**config.mk**
```make
export PLATFORM = sky130hd
export DESIGN_NAME = vc_pop_arbiter
export DESIGN_NICKNAME = d
export VERILOG_FILES = /design/src/rtl/vc_pop_arbiter_pkg.sv /design/src/rtl/vc_route_stage.sv /design/src/rtl/vc_pop_arbiter.sv
export SDC_FILE = /design/constraint.sdc
export NUM_CORES = 1
export LEC_CHECK = 0
export CAP_MARGIN = 5
export CORE_UTILIZATION = 45
export CTS_BUF_LIST = sky130_fd_sc_hd__clkbuf_4
export DETAILED_ROUTE_END_ITERATION = 6
export HOLD_SLACK_MARGIN = 0.08
export PLACE_DENSITY = 0.81
export SETUP_SLACK_MARGIN = 0.4
export SYNTH_ARGS = -nofsm -noshare
export SYNTH_HDL_FRONTEND = slang
export SYNTH_SLANG_ARGS = --single-unit
```
**constraint.sdc**
```tcl
create_clock -name clk -period 3.4 [get_ports clk]
set_input_delay 0.68 -clock clk [delete_from_list [all_inputs] [get_ports clk]]
set_output_delay 0.68 -clock clk [all_outputs]
set_load 0.02 [all_outputs]
```
**src/rtl/vc_pop_arbiter_pkg.sv**
```systemverilog
// vc_pop_arbiter_pkg: arbiter state encodings, default destination bit and VC source tags.
package vc_pop_arbiter_pkg;
    typedef enum logic [1:0] {
        IDLE  = 2'd0,
        SERVE = 2'd1,
        HOLD  = 2'd2
    } arb_state_t;
    localparam int DEST_BIT_DEFAULT = 4;
    localparam logic VC0 = 1'b0;
    localparam logic VC1 = 1'b1;
endpackage

```
**src/rtl/vc_route_stage.sv**
```systemverilog
// vc_route_stage: tracks the in-flight pop, steers the returned word to D0/D1 and counts pushes.
module vc_route_stage
    import vc_pop_arbiter_pkg::*;
#(
    parameter int DATA_SIZE = 6,
    parameter int DEST_BIT  = DEST_BIT_DEFAULT,
    parameter int CNT_SIZE  = 8
) (
    input  logic                 clk,
    input  logic                 reset_L,
    input  logic                 pop_vc0,
    input  logic                 pop_vc1,
    input  logic [DATA_SIZE-1:0] data_vc0,
    input  logic [DATA_SIZE-1:0] data_vc1,
    output logic                 push_d0,
    output logic                 push_d1,
    output logic [DATA_SIZE-1:0] data_d0,
    output logic [DATA_SIZE-1:0] data_d1,
    output logic [CNT_SIZE-1:0]  cnt_d0,
    output logic [CNT_SIZE-1:0]  cnt_d1
);
    logic                 tag_valid;
    logic                 tag_vc;
    logic [DATA_SIZE-1:0] word;
    logic                 to_d0;
    logic                 to_d1;

    assign word  = (tag_vc == VC1) ? data_vc1 : data_vc0;
    assign to_d0 = tag_valid & !word[DEST_BIT];
    assign to_d1 = tag_valid & word[DEST_BIT];

    always_ff @(posedge clk or negedge reset_L) begin
        if (!reset_L) begin
            tag_valid <= 1'b0;
            tag_vc    <= VC0;
        end else begin
            tag_valid <= pop_vc0 | pop_vc1;
            tag_vc    <= pop_vc1 ? VC1 : VC0;
        end
    end

    // the word is pushed even if its destination paused meanwhile; the FIFO threshold leaves slack
    always_ff @(posedge clk or negedge reset_L) begin
        if (!reset_L) begin
            push_d0 <= 1'b0;
            push_d1 <= 1'b0;
            data_d0 <= '0;
            data_d1 <= '0;
            cnt_d0  <= '0;
            cnt_d1  <= '0;
        end else begin
            push_d0 <= to_d0;
            push_d1 <= to_d1;
            if (to_d0) begin
                data_d0 <= word;
                cnt_d0  <= cnt_d0 + CNT_SIZE'(1);
            end
            if (to_d1) begin
                data_d1 <= word;
                cnt_d1  <= cnt_d1 + CNT_SIZE'(1);
            end
        end
    end
endmodule

```
**src/rtl/vc_pop_arbiter.sv**
```systemverilog
// vc_pop_arbiter: strict-priority VC0/VC1 pop arbiter feeding the D0/D1 destination FIFOs.
module vc_pop_arbiter
    import vc_pop_arbiter_pkg::*;
#(
    parameter int DATA_SIZE = 6,
    parameter int DEST_BIT  = DEST_BIT_DEFAULT,
    parameter int CNT_SIZE  = 8
) (
    input  logic                 clk,
    input  logic                 reset_L,
    input  logic                 fifo_empty_vc0,
    input  logic                 fifo_empty_vc1,
    input  logic [DATA_SIZE-1:0] data_vc0,
    input  logic [DATA_SIZE-1:0] data_vc1,
    input  logic                 pause_d0,
    input  logic                 pause_d1,
    output logic                 pop_vc0,
    output logic                 pop_vc1,
    output logic                 push_d0,
    output logic                 push_d1,
    output logic [DATA_SIZE-1:0] data_d0,
    output logic [DATA_SIZE-1:0] data_d1,
    output logic [CNT_SIZE-1:0]  cnt_d0,
    output logic [CNT_SIZE-1:0]  cnt_d1,
    output logic [1:0]           arb_state
);
    arb_state_t state;
    arb_state_t state_next;
    logic       pause_any;
    logic       any_ready;
    logic       serve;

    // destination is unknown until data returns, so either pause blocks every pop
    assign pause_any = pause_d0 | pause_d1;
    assign any_ready = !fifo_empty_vc0 | !fifo_empty_vc1;
    assign serve     = (state == SERVE) & !pause_any;
    assign pop_vc0   = serve & !fifo_empty_vc0;
    assign pop_vc1   = serve & fifo_empty_vc0 & !fifo_empty_vc1;
    assign arb_state = state;

    always_ff @(posedge clk or negedge reset_L) begin
        if (!reset_L) state <= IDLE;
        else          state <= state_next;
    end

    always_comb begin
        state_next = pause_any ? ((state == IDLE && !any_ready) ? IDLE : HOLD)
                               : (any_ready ? SERVE : IDLE);
    end

    vc_route_stage #(
        .DATA_SIZE(DATA_SIZE),
        .DEST_BIT (DEST_BIT),
        .CNT_SIZE (CNT_SIZE)
    ) u_route (
        .clk     (clk),
        .reset_L (reset_L),
        .pop_vc0 (pop_vc0),
        .pop_vc1 (pop_vc1),
        .data_vc0(data_vc0),
        .data_vc1(data_vc1),
        .push_d0 (push_d0),
        .push_d1 (push_d1),
        .data_d0 (data_d0),
        .data_d1 (data_d1),
        .cnt_d0  (cnt_d0),
        .cnt_d1  (cnt_d1)
    );
endmodule
```
# After elaboration in Yosys (flattened, before gate mapping)
# Index checks and enable logic that the tools add are counted.
op_classes:
  n_addsub: 2
  n_eq_ne: 1
  muxes: 5
  bitwise: 9
  n_reduce_logical: 7
op_table:
  columns: ["operator", "n"]
  rows:
  - ["adder 8 x 1 -> 8 bit, second input constant", 2]
  - ["bitwise AND 1 bit", 6]
  - ["two-way mux 6 bit", 1]
  - ["zero test 1 bit", 5]
  - ["two-way mux 2 bit", 2]
  - ["bitwise OR 1 bit", 3]
  - ["equality test 2 x 1 -> 1 bit, second input constant", 1]
  - ["zero test 2 bit", 1]
  - ["two-way mux 1 bit", 2]
  - ["logical AND 1 bit", 1]
totals:
  regBits: 34
  in_bits: 18
  output_inout_bits: 34
  word_cells: 33

# Logic depth before layout (Yosys ltp)
logic_depth:
  depth_word: 6
  mapped_depth: 4
  ltp_nobuf: 4

# Cells and area by module
# Synthesis repeated with hierarchy kept, for this count alone.
hier_totals:
  hier_cells: 109
  area_unflattened_um2: 1466.4
modules_own_cells:
  columns: ["module", "instances", "cells_each", "area_per_inst_um2", "seq_area_each_um2"]
  rows:
  - ["vc_route_stage", 1, 99, 1347.5, 800.8]
  - ["vc_pop_arbiter", 1, 10, 118.9, 50.0]

# Worst setup path after synthesis
# No wires, ideal clock.
synth_path:
  kind: "input to output"
  start: "input pause_d1"
  end: "output pop_vc1"
  arrival_time_ns: 1.515
  required_time_ns: 2.720
  setup_slack_ns: 1.205
  stages: 3
  path_buffers: 0
  path_cell_list: "nor2_1 > nand3b_1 > nor3b_1"
synth_between:
  elab_chain_len: 5
synth_lines:
  columns: ["item", "line_no", "source"]
  rows:
  - ["from (decl)", "vc_pop_arbiter.sv:16", "input logic pause_d1,"]
  - ["bitwise OR 1 bit", "vc_pop_arbiter.sv:34", "assign pause_any = pause_d0 | pause_d1;"]
  - ["zero test 1 bit", "vc_pop_arbiter.sv:36", "assign serve = (state == SERVE) & !pause_any;"]
  - ["bitwise AND 1 bit", "vc_pop_arbiter.sv:36", null]
  - ["bitwise AND 1 bit (2 in a row)", "vc_pop_arbiter.sv:38", "assign pop_vc1 = serve & fifo_empty_vc0 & !fifo_empty_vc1;"]
  - ["to (decl)", "vc_pop_arbiter.sv:18", "output logic pop_vc1,"]
# No other way between the ends.

# Worst setup path after layout
layout_path:
  start: "input pause_d1"
  end: "output pop_vc0"
layout_between:
  elab_chain_len: 4
layout_lines:
  columns: ["item", "line_no", "source"]
  rows:
  - ["bitwise OR 1 bit", "vc_pop_arbiter.sv:34", null]
  - ["zero test 1 bit", "vc_pop_arbiter.sv:36", null]
  - ["bitwise AND 1 bit", "vc_pop_arbiter.sv:36", null]
  - ["bitwise AND 1 bit", "vc_pop_arbiter.sv:37", "assign pop_vc0 = serve & !fifo_empty_vc0;"]
  - ["to (decl)", "vc_pop_arbiter.sv:17", "output logic pop_vc0,"]
# No other way between the ends.

==> results.json <==
{
  "r2r_start": "u_route.tag_vc",
  "cts_hold_buffers": 0,
  "io-pin-count": 52,
  "grt_pass1_wl_um": 4500,
  "antenna_left": 0,
  "cts_tree": "yes",
  "fin_skew_ns": 0.00378,
  "cp_num_buf_inv": 2,
  "multiInputGateArea_sq_um": 559,
  "p_per_area_nw_per_um2": 389,
  "status": "completed",
  "synth_area_sq_um": 1440,
  "r2r_slack_ns": 1.69,
  "diodes": 0,
  "peakVddDrop_mv": 0.228,
  "antenna_found_initial": 0,
  "die_y_um": 58.5,
  "power_mw": 0.791,
  "io_buffer_count": 51,
  "yosys_warnings": 0,
  "cts.sinks": 34,
  "die-area_sq_um": 3420,
  "hp-start": "u_route.cnt_d1[7]",
  "slowest_delay_ns": 0.61,
  "grt_overflow": 0,
  "nFillCells": 253,
  "wire_per_inst_um": 13.2,
  "holdPathEnd": "u_route.cnt_d1[7]",
  "cp_cell_sequence": "clkdlybuf4s50_1 -> nor2_1 -> nand3b_1 -> nor2_1 -> clkdlybuf4s50_1",
  "startpoint_type": "input pin",
  "drcViolationCount": 0,
  "rsz0062_at_grt": "false",
  "cts_buffers": 5,
  "finalCriticalPeriod_ns": 2.80,
  "root_buffer": "clkbuf_4",
  "hold_class": "flip-flop to flip-flop",
  "via_per_inst": 4.92,
  "clockBufferDepth": 2,
  "fp-row-count": 20,
  "tns_ns": 0,
  "cp.required_ns": 2.72,
  "end_kind": "primary output",
  "grtUsageTotal": 0.180,
  "synth_cell_types": 26,
  "setup_violations": 0,
  "final_common_cell": "clkdlybuf4s50_1",
  "insertion_delay_ns": 0.32,
  "slew-limit-headroom": 0.708,
  "die_w_um": 58.5,
  "synthToLayoutAreaGrowth_pct": 41.6,
  "fin_nets": 185,
  "path_delay_family": "buffers and inverters",
  "tightestPinTransition_ns": 0.429,
  "first_pass_iters": 4,
  "path_class": "input pin to primary output",
  "drt-total-wl_um": 2740,
  "ys_ff_latch": 34,
  "finalMaxSlewViolations": 0,
  "htree_levels": 2,
  "synth.avg_cell_area_sq_um": 13.3,
  "r2r_end": "u_route.cnt_d0[1]",
  "grt_pass1_vias": 1006,
  "hpwl_um": 2110,
  "synth_fp_nets": 128,
  "layout-drive-gt1-share": 0.165,
  "vias": 1023,
  "mostFrequentLayoutCells": "clkdlybuf4s50_1, dfrtp_1, mux2_2",
  "holdPathStages": 1,
  "arrival_ns": 2.12,
  "synthCells": 108,
  "leakage_nw": 0.926,
  "ff_latch_area_sq_um": 851,
  "hold_viol_final": 0,
  "path_max_fanout": 3,
  "worstRegToRegCells": 3,
  "start_util": 0.474,
  "drt_iter0_drc": 19,
  "gp_congestion": 0.729,
  "ys_seq_area_frac": 0.592,
  "drv_cap": 0,
  "core_sq_um": 3030,
  "grt_max_degree": 35,
  "crit_slowest_cell": "clkdlybuf4s50_1",
  "clk_pin_slew_worst_paths_ns": 0.09,
  "clock.fmax_ghz": 0.357,
  "fin_crit_sh": 0.824
}
==> cells in the mapped netlist, drive strengths merged <==
cell type,count,area [sq um]
ha,2,25.0
clkbuf,1,3.75
xor2,6,52.6
a211oi,1,7.51
buf,1,11.3
nand2,6,27.5
nand3,5,25.0
nor2,5,18.8
inv,3,11.3
mux2i,1,13.8
a21oi,1,5.00
or4b,1,10.0
and3,3,18.8
nand2b,1,6.26
mux2,18,206
and2,1,6.26
nand4,2,12.5
nand3b,1,7.51
xnor2,8,70.1
nor4b,2,17.5
a31oi,1,6.26
nor3,3,15.0
nor3b,1,7.51
dfrtp,34,851
==> metal layers <==
| layer | track usage | vias to the layer above | part of all wire | routed length [um] |
|---|---|---|---|---|
| met3 | 0.0791 | 3 | 0.091 | 250 |
| met4 | 0.0612 | 0 | 0.010 | 28 |
| met2 | 0.297 | 40 | 0.49 | 1330 |
| met1 | 0.211 | 494 | 0.41 | 1130 |
| met5 | 0 | - | 0 | 0 |
| li1 | - | 486 | - | - |
==> area by class of cell <==
| cell class | count | share of cell area |
|---|---|---|
| inverters | 3 | 0.00554 |
| well taps | 44 | 0.0271 |
| clock buffers | 5 | 0.0185 |
| clock inverters | 1 | 0.00185 |
| repair buffers | 52 | 0.254 |
| flip-flops and latches | 34 | 0.418 |
| multi-input cells | 69 | 0.275 |
==> worst max path at each step <==
stage	cells past startpoint	end	startpoint
5_1_grt	5	pop_vc0	pause_d1
3_5_place_dp	5	pop_vc1	pause_d1
2_1_floorplan	3	pop_vc1	pause_d1
4_1_cts	5	pop_vc0	pause_d1
3_3_place_gp	5	pop_vc1	pause_d1
6_report	5	pop_vc0	pause_d1
==> through the flow <==
stage,hold slack (ns),setup WS (ns),cells,cell area (sq um),util
3_5_place_dp,0.458,0.410,202,1990,0.659
5_1_grt,0.493,0.540,208,2030,0.672
6_report,0.469,0.599,208,2030,0.672
2_1_floorplan,0.384,1.20,108,1440,-
4_1_cts,0.474,0.592,208,2030,0.672
3_3_place_gp,0.449,0.466,202,1990,0.659
==> cells by family after synthesis <==
logic type	after synthesis	synth area share
flip-flops	34	0.592
AND/OR/NAND/NOR	31	0.120
multiplexers	19	0.153
XOR/XNOR	14	0.0854
buffers and inverters	5	0.0183
AO/OA/AOI/OAI	3	0.0131
adder cells (fa/ha/maj)	2	0.0174
==> flip-flops by register name (all words and copies together), names as in the netlist, 2 cells and up <==
register and flops:
u_route.cnt_d0 8, arb_state 2, u_route.data_d0 6, u_route.data_d1 6
u_route.cnt_d1 8
==> power by group <==
group / internal, mW / total, mW / switching [mW]
registers: 0.430 / 0.451 / 0.0206
clock network: 0.0705 / 0.186 / 0.115
logic: 0.0836 / 0.154 / 0.0704
total: 0.584 / 0.791 / 0.206
==> timing repair <==
action / 4_1_cts / 5_1_grt
buffers inserted: 0 / 0
resized for setup: 1 / 0
setup endpoints to repair: 1 / 0
hold endpoints to repair: 0 / 0
(Power assumes the default switching activity.)
